[src/rtl/imem_loader_if.sv]
// Byte-stream input and instruction-memory write port of the boot loader.
// The loader uses the slave view; the host/driver uses the master view.
interface imem_loader_if #(
  parameter int ADDR_W = 7
);
  logic [7:0]        in_data;
  logic              in_valid;
  logic              in_ready;
  logic              wr_en;
  logic [ADDR_W-1:0] wr_addr;
  logic [31:0]       wr_data;

  modport slave (
    input  in_data, in_valid,
    output in_ready, wr_en, wr_addr, wr_data
  );

  modport master (
    output in_data, in_valid,
    input  in_ready, wr_en, wr_addr, wr_data
  );
endinterface

[src/rtl/imem_loader.sv]
// Boot loader: parses a length-prefixed, XOR-terminated little-endian image
// into 32-bit instruction-memory writes and holds the CPU in reset until done.
module imem_loader #(
  parameter int DEPTH     = 128,
  parameter int ADDR_W    = 7,
  parameter bit BOOT_HOLD = 1'b1
) (
  input  logic         clk,
  input  logic         rst_n,
  input  logic         start,
  imem_loader_if.slave bus,
  output logic         busy,
  output logic         done,
  output logic         error,
  output logic         cpu_rst_n
);

  typedef enum logic [2:0] {
    S_IDLE, S_CNT_LO, S_CNT_HI, S_DATA, S_CHK, S_DONE, S_ERR
  } state_t;

  typedef struct packed {
    logic              en;
    logic [ADDR_W-1:0] addr;
    logic [31:0]       data;
  } wr_req_t;

  state_t      state_q, state_n;
  logic [7:0]  cnt_lo_q, cnt_lo_n;
  logic [15:0] cnt_q, cnt_n;
  logic [15:0] word_idx_q, word_idx_n;
  logic [1:0]  byte_idx_q, byte_idx_n;
  logic [23:0] word_q, word_n;
  logic [7:0]  xor_q, xor_n;
  wr_req_t     wr_q, wr_n;
  logic        in_ready_q, in_ready_n;
  logic        busy_q, busy_n;
  logic        done_q, done_n;
  logic        error_q, error_n;
  logic        cpu_rst_q, cpu_rst_n_n;

  logic        xfer;
  logic        recv_n;
  logic [15:0] count;
  logic        last_word;

  // in_ready is a registered copy of "state is receiving", so it gates transfers directly.
  assign xfer      = bus.in_valid && in_ready_q;
  assign count     = {bus.in_data, cnt_lo_q};
  assign last_word = (word_idx_q == cnt_q - 16'd1);

  always_comb begin
    state_n     = state_q;
    cnt_lo_n    = cnt_lo_q;
    cnt_n       = cnt_q;
    word_idx_n  = word_idx_q;
    byte_idx_n  = byte_idx_q;
    word_n      = word_q;
    xor_n       = xor_q;
    wr_n        = wr_q;
    wr_n.en     = 1'b0;
    done_n      = done_q;
    error_n     = error_q;
    cpu_rst_n_n = cpu_rst_q;

    unique case (state_q)
      S_IDLE, S_DONE, S_ERR: begin
        if (start) begin
          state_n     = S_CNT_LO;
          done_n      = 1'b0;
          error_n     = 1'b0;
          cpu_rst_n_n = 1'b0;
          cnt_lo_n    = 8'd0;
          cnt_n       = 16'd0;
          word_idx_n  = 16'd0;
          byte_idx_n  = 2'd0;
          xor_n       = 8'd0;
        end
      end
      S_CNT_LO: begin
        if (xfer) begin
          cnt_lo_n = bus.in_data;
          state_n  = S_CNT_HI;
        end
      end
      S_CNT_HI: begin
        if (xfer) begin
          cnt_n = count;
          if (count > 16'(DEPTH)) begin
            state_n = S_ERR;
            error_n = 1'b1;
          end else if (count == 16'd0) begin
            state_n = S_CHK;
          end else begin
            state_n = S_DATA;
          end
        end
      end
      S_DATA: begin
        if (xfer) begin
          xor_n      = xor_q ^ bus.in_data;
          byte_idx_n = byte_idx_q + 2'd1;
          unique case (byte_idx_q)
            2'd0: word_n[7:0]   = bus.in_data;
            2'd1: word_n[15:8]  = bus.in_data;
            2'd2: word_n[23:16] = bus.in_data;
            default: begin
              wr_n.en    = 1'b1;
              wr_n.addr  = word_idx_q[ADDR_W-1:0];
              wr_n.data  = {bus.in_data, word_q};
              word_idx_n = word_idx_q + 16'd1;
              if (last_word) state_n = S_CHK;
            end
          endcase
        end
      end
      S_CHK: begin
        if (xfer) begin
          if (bus.in_data == xor_q) begin
            state_n     = S_DONE;
            done_n      = 1'b1;
            cpu_rst_n_n = 1'b1;
          end else begin
            state_n = S_ERR;
            error_n = 1'b1;
          end
        end
      end
      default: state_n = S_IDLE;
    endcase

    recv_n     = (state_n == S_CNT_LO) || (state_n == S_CNT_HI) ||
                 (state_n == S_DATA)   || (state_n == S_CHK);
    in_ready_n = recv_n;
    busy_n     = recv_n;
  end

  always_ff @(posedge clk or negedge rst_n) begin
    if (!rst_n) begin
      state_q    <= S_IDLE;
      cnt_lo_q   <= 8'd0;
      cnt_q      <= 16'd0;
      word_idx_q <= 16'd0;
      byte_idx_q <= 2'd0;
      word_q     <= 24'd0;
      xor_q      <= 8'd0;
      wr_q       <= '0;
      in_ready_q <= 1'b0;
      busy_q     <= 1'b0;
      done_q     <= 1'b0;
      error_q    <= 1'b0;
      cpu_rst_q  <= !BOOT_HOLD;
    end else begin
      state_q    <= state_n;
      cnt_lo_q   <= cnt_lo_n;
      cnt_q      <= cnt_n;
      word_idx_q <= word_idx_n;
      byte_idx_q <= byte_idx_n;
      word_q     <= word_n;
      xor_q      <= xor_n;
      wr_q       <= wr_n;
      in_ready_q <= in_ready_n;
      busy_q     <= busy_n;
      done_q     <= done_n;
      error_q    <= error_n;
      cpu_rst_q  <= cpu_rst_n_n;
    end
  end

  assign bus.in_ready = in_ready_q;
  assign bus.wr_en    = wr_q.en;
  assign bus.wr_addr  = wr_q.addr;
  assign bus.wr_data  = wr_q.data;
  assign busy         = busy_q;
  assign done         = done_q;
  assign error        = error_q;
  assign cpu_rst_n    = cpu_rst_q;

endmodule

[src/flat_wrapper.sv]
// flat-port wrapper written by rule: the top's interface ports become plain ports
module imem_loader_flat 
#(
  parameter int DEPTH     = 128,
  parameter int ADDR_W    = 7,
  parameter bit BOOT_HOLD = 1'b1
)
  (clk, rst_n, start, busy, done, error, cpu_rst_n, bus_in_data, bus_in_valid, bus_in_ready, bus_wr_en, bus_wr_addr, bus_wr_data);
  imem_loader_if #(.ADDR_W(ADDR_W)) bus_i ();
  input  logic clk;
  input  logic rst_n;
  input  logic start;
  output logic busy;
  output logic done;
  output logic error;
  output logic cpu_rst_n;
  input wire logic [$bits(bus_i.in_data)-1:0] bus_in_data;
  input wire logic [$bits(bus_i.in_valid)-1:0] bus_in_valid;
  output wire logic [$bits(bus_i.in_ready)-1:0] bus_in_ready;
  output wire logic [$bits(bus_i.wr_en)-1:0] bus_wr_en;
  output wire logic [$bits(bus_i.wr_addr)-1:0] bus_wr_addr;
  output wire logic [$bits(bus_i.wr_data)-1:0] bus_wr_data;
  assign bus_i.in_data = bus_in_data;
  assign bus_i.in_valid = bus_in_valid;
  assign bus_in_ready = bus_i.in_ready;
  assign bus_wr_en = bus_i.wr_en;
  assign bus_wr_addr = bus_i.wr_addr;
  assign bus_wr_data = bus_i.wr_data;
  imem_loader #(.DEPTH(DEPTH), .ADDR_W(ADDR_W), .BOOT_HOLD(BOOT_HOLD)) u_core (.clk(clk), .rst_n(rst_n), .start(start), .bus(bus_i), .busy(busy), .done(done), .error(error), .cpu_rst_n(cpu_rst_n));
endmodule
[config.mk]
export PLATFORM = sky130hd
export DESIGN_NAME = imem_loader_flat
export DESIGN_NICKNAME = d
export VERILOG_FILES = /design/src/rtl/imem_loader_if.sv /design/src/rtl/imem_loader.sv /design/src/flat_wrapper.sv
export SDC_FILE = /design/constraint.sdc
export NUM_CORES = 1
export LEC_CHECK = 0
export ABC_AREA = 1
export CAP_MARGIN = 20
export CORE_ASPECT_RATIO = 0.75
export CORE_UTILIZATION = 60
export CTS_BUF_LIST = sky130_fd_sc_hd__clkbuf_16
export DETAILED_ROUTE_END_ITERATION = 10
export PLACE_DENSITY = 0.83
export SYNTH_ARGS = -nofsm -noshare
export SYNTH_HDL_FRONTEND = slang
export SYNTH_SLANG_ARGS = --single-unit
[constraint.sdc]
create_clock -name clk -period 3.3 [get_ports clk]
set_input_delay 0.825 -clock clk [delete_from_list [all_inputs] [get_ports clk]]
set_output_delay 0.825 -clock clk [all_outputs]
set_load 0.05 [all_outputs]
=== Word-level counts from Yosys, hierarchy flattened ===
Cells that the tools add are included.

* Add/sub/neg operators: 3
* Multipliers: 0
* Divide/modulo/power cells: 0
* Order comparisons: 1
* Equality and inequality tests: 23
* Shift operators: 0
* Muxes and demuxes: 37
* Bitwise operators: 2
* Reduce and logical (&&, ||, !) cells: 24

{| class="wikitable"
|+ Operators with widths
! kind !! count
|-
| $mux 40 || 3
|-
| $mux 16 || 4
|-
| $pmux 16 s2 || 2
|-
| $pmux 8 s2 || 2
|-
| $mux 3 || 9
|-
| $mux 8 || 3
|-
| $reduce_and 3->1 || 7
|-
| $add 16x1->16 const B || 1
|-
| $eq 16x16->1 || 1
|-
| $gt 16x8->1 const B || 1
|-
| $logic_not 16->1 || 1
|-
| $sub 16x1->16 const B || 1
|-
| $pmux 3 s5 || 1
|-
| $eq 3x2->1 const B || 4
|-
| $eq 3x3->1 const B || 4
|-
| $ne 2x1->1 const B || 6
|-
| $eq 8x8->1 || 1
|-
| $reduce_and 4->1 || 2
|-
| $reduce_bool 2->1 || 4
|-
| $xor 8x8->8 || 1
|-
| $mux 1 || 7
|-
| $eq 3x1->1 const B || 2
|-
| $mux 2 || 3
|-
| $ne 2x2->1 const B || 3
|-
| other kinds (14) || 17
|}

* Flip-flop bits (word level): 120
* Bits in latches: 0
* Bits in writable memories: 0
* ROM bits: 0
* Input bits: 12
* Output and inout port bits: 45
* Logic and storage cells: 105
* Memories kept: 0

=== Longest topological paths before layout ===
* Depth in word-level cells: 10
* Mapped depth: 16
* Mapped depth without buffers: 16

=== Worst setup path before layout ===
No wires, ideal clock.

* Kind: in2reg
* Start point: in bus_in_valid
* End point: reg u_core.wr_q (netlist bit u_core.bus.wr_data[10])
* Setup time: 0.066 ns
* Arrival: 1.892 ns
* Data required time: 3.234 ns
* Slack: 1.342 ns
* Stages on the path: 8
* Buffers on the path: 2
* Cell sequence: nand2_1 > nor2_1 > nand2_1 > inv_1 > buf_2 > buf_1 > nand2_1 > nand2_1

* Longest elaborated chain between the ends: 2

{| class="wikitable"
|+ Ends and longest elaborated chain
! item !! RTL line !! RTL
|-
| from (decl) || flat_wrapper.sv:18 || <nowiki>input wire logic [$bits(bus_i.in_valid)-1:0] bus_in_valid;</nowiki>
|-
| $logic_and 1x1->1 || imem_loader.sv:48 || <nowiki>assign xfer = bus.in_valid && in_ready_q;</nowiki>
|-
| $reduce_and 3->1 (no source line) || -- ||
|-
| to (signal assigned) || imem_loader.sv:161 || <nowiki>wr_q <= wr_n;</nowiki>
|-
| to (decl) || imem_loader.sv:35 || <nowiki>wr_req_t wr_q, wr_n;</nowiki>
|}

Every way passes these cells.
A chain may end at the register's enable or synchronous reset.

=== Worst setup path in the final report ===
* Start point: reg u_core.wr_q (netlist bit u_core.bus.wr_data[30])
* End point: out bus_wr_data[30]

{| class="wikitable"
|+ RTL lines
! item !! RTL line !! RTL
|-
| to (decl) || flat_wrapper.sv:22 || <nowiki>output wire logic [$bits(bus_i.wr_data)-1:0] bus_wr_data;</nowiki>
|}

No word-level cell between the ends.

==> results.yml <==
outcome:
  outcome: "finished clean"
cts:
  cts_htree_levels: 4
  cts_root_buffer: "clkbuf_16"
  clock-sinks: 120
  clk_pin_slew_ns: 0.05
  cts_resized: 0
  clk_path_buf_depth: 2
  clk_latency_ns: 0.41
  ctsHoldBuffers: 0
  cts_tree: "done"
  cts_setup_buffers: 0
  numCtsBuffers: 17
routing:
  drcViolationCount: 0
  routed_via_density: 5.690
  drtIter0Drc: 580
  routed_wl_mm: 14.65
  drtAntennaViolNets: 0
  avgRoutedWirePerCell_um: 16.04
  num_vias: 5195
  firstDrtPassIters: 6
layout:
  fin_nets: 791
  drive_above_1_share: 0.07643
  final_cell_mix: "206 x nand2_1, 120 x dfrtp_1, 67 x inv_1, 65 x o21ai_0"
  syn_to_final_growth_pct: 21.17
  final_common_cell: "nand2_1"
  antennaDiodeCount: 0
  fillers: 662
synthesis:
  synth_edf_count: 0
  syn_nets: 731
  synthFlopType: "dfrtp_1"
  synth_seq_area_share: 0.5147
  synthesis.area_um2: 5834
  ys_warn_count: 0
  ys_ff_latch: 120
  ys_async_sr_fraction: 1.000
  synth.distinct_cells: 40
  syn_avg_cell_area_um2: 8.183
  synthCells: 713
die:
  rows: 30
  io_pins: 57
  core_area_um2: 9234
  die_area_um2: 10130
  fp.dieH_um: 87.40
  initial_utilization: 0.6318
  die_w_um: 115.9
job:
  max-cap-violations: 0
timing:
  skew_ns: 0.007491
  fin_crit_sh: 0.7574
  rsz0062_at_grt: "false"
  hold_viol_final: 0
  tightest_slew_ns: 0.6095
  fin_crit_ns: 2.499
  setup_ws_ns: 0.8005
  relSlewSlack: 0.5937
  setup_viol: 0
  maxSlewViolCount: 0
  fmax_mhz: 400.1
  tns_ns: 0
global_routing:
  grtUsageTotal: 0.3212
  grt_pass1_wl_mm: 24.43
  grt_max_degree: 76
  grt_pass1_vias: 5027
  grt_overflow: 0
  antenna_found_initial: 0
worst_setup_path:
  r2r-end: "u_core.bus.in_ready$_DFF_PN0_"
  cp_cell_sequence: "clkdlybuf4s50_1"
  worstPathArrival_ns: 1.67
  crit_required_ns: 2.47
  slowest_delay_ns: 0.84
  slowest_stage: "clkdlybuf4s50_1"
  crit_family: "buffers and inverters"
  start_kind: "flip-flop"
  cp_max_fo: 2
  reg2reg_depth: 15
  crit_buf_inv: 1
  crit_type: "reg2out"
  cp-end-kind: "primary output"
  r2r_start: "u_core.cnt_q[0]$_DFFE_PN0P_"
  reg2reg_setup_slack_ns: 0.97
power_and_ir_drop:
  p_leak_nw: 3.455
  vdd_drop_max_mv: 0.5302
  powerDensity_nw_per_um2: 952.8
place:
  preCtsSetupSlack_ns: 0.5164
  gp_congestion: 0.9143
  portBuffers: 56
  post-dp-hpwl_mm: 10.01
worst_hold_path:
  hold_path.class: "in2async"
## state kept, by name, summed over array words and instances (netlist names)
signal / count
u_core.word_idx_q: 16
u_core.bus.wr_en: 1
u_core.state_q: 3
u_core.bus.wr_data: 32
u_core.bus.in_ready: 1
u_core.cnt_q: 16
u_core.error: 1
u_core.cnt_lo_q: 8
u_core.cpu_rst_n: 1
u_core.word_q: 24
u_core.xor_q: 8
u_core.bus.wr_addr: 7
u_core.byte_idx_q: 2
## power by group
part	total, W	internal [W]	switching, W
Combinational	0.00258	0.000852	0.00173
Clock	0.00171	0.00108	0.000629
Sequential	0.00244	0.00202	0.000424
## how the worst max path moves through the flow
stage	from	to	depth (start not counted)
2_1_floorplan	bus_in_valid	u_core.bus.wr_data[10]$_DFFE_PN0P_	8
3_3_place_gp	bus_in_data[1]	u_core.bus.in_ready$_DFF_PN0_	11
3_5_place_dp	bus_in_data[1]	u_core.bus.in_ready$_DFF_PN0_	11
4_1_cts	u_core.bus.wr_data[30]$_DFFE_PN0P_	bus_wr_data[30]	1
5_1_grt	bus_in_data[1]	u_core.bus.in_ready$_DFF_PN0_	11
6_report	u_core.bus.wr_data[30]$_DFFE_PN0P_	bus_wr_data[30]	1
## area by class of cell
class                   count  area, um^2  area share
well taps                 128       160.2     0.02265
multi-input cells         499        2459      0.3478
clock inverters            14       120.1     0.01699
inverters                  70       264.0     0.03735
clock buffers              17       425.4     0.06018
repair buffers             65       638.1     0.09027
flip-flops and latches    120        3003      0.4248
## layer usage
metal,track usage,vias up,part of all wire
met5,0,-,0
met4,0.1259,0,0.018
met3,0.08838,35,0.11
met2,0.4908,298,0.45
met1,0.4374,2440,0.42
li1,-,2422,-
## cells in the mapped netlist (3+ instances only)
library cell,count,share of area
nand3b_1,4,0.0051
clkbuf_1,11,0.0071
inv_1,63,0.041
o21ai_1,11,0.0094
nor3_1,10,0.0086
nand3_1,52,0.045
buf_2,8,0.0069
xnor2_1,10,0.015
nor2_2,4,0.0043
o21ai_0,65,0.056
o21bai_1,3,0.0039
o22ai_1,6,0.0064
nor2_1,55,0.035
dfrtp_1,120,0.51
a21oi_1,11,0.0094
o31ai_1,7,0.0090
inv_2,6,0.0039
ha_1,6,0.013
nand2_1,206,0.13
nand4_1,8,0.0086
nand2_2,4,0.0043
xor2_1,19,0.029
## stage by stage
step | std cells | instance area [um^2] | util | total power (W) | hold WS, ns
after detailed placement | 882 | 6524 | 0.7065 | 0.004967 | 0.4575
after floorplan | 713 | 5834 | - | 0.004128 | 0.4422
after global routing | 913 | 7069 | 0.7656 | 0.007101 | 0.4705
after CTS | 913 | 7069 | 0.7656 | 0.006726 | 0.4422
after global placement | 882 | 6524 | 0.7065 | 0.004873 | 0.4573
final | 913 | 7069 | 0.7656 | 0.006735 | 0.4178
## logic make-up after synthesis
family | count (synthesis) | synth area share
XOR/XNOR | 29 | 0.04353
buffers and inverters | 94 | 0.06391
adder cells (fa/ha/maj) | 6 | 0.01287
flip-flops | 120 | 0.5147
AND/OR/NAND/NOR | 353 | 0.2606
AO/OA/AOI/OAI | 111 | 0.1044
No activity file was read; power rests on OpenSTA's default activity.
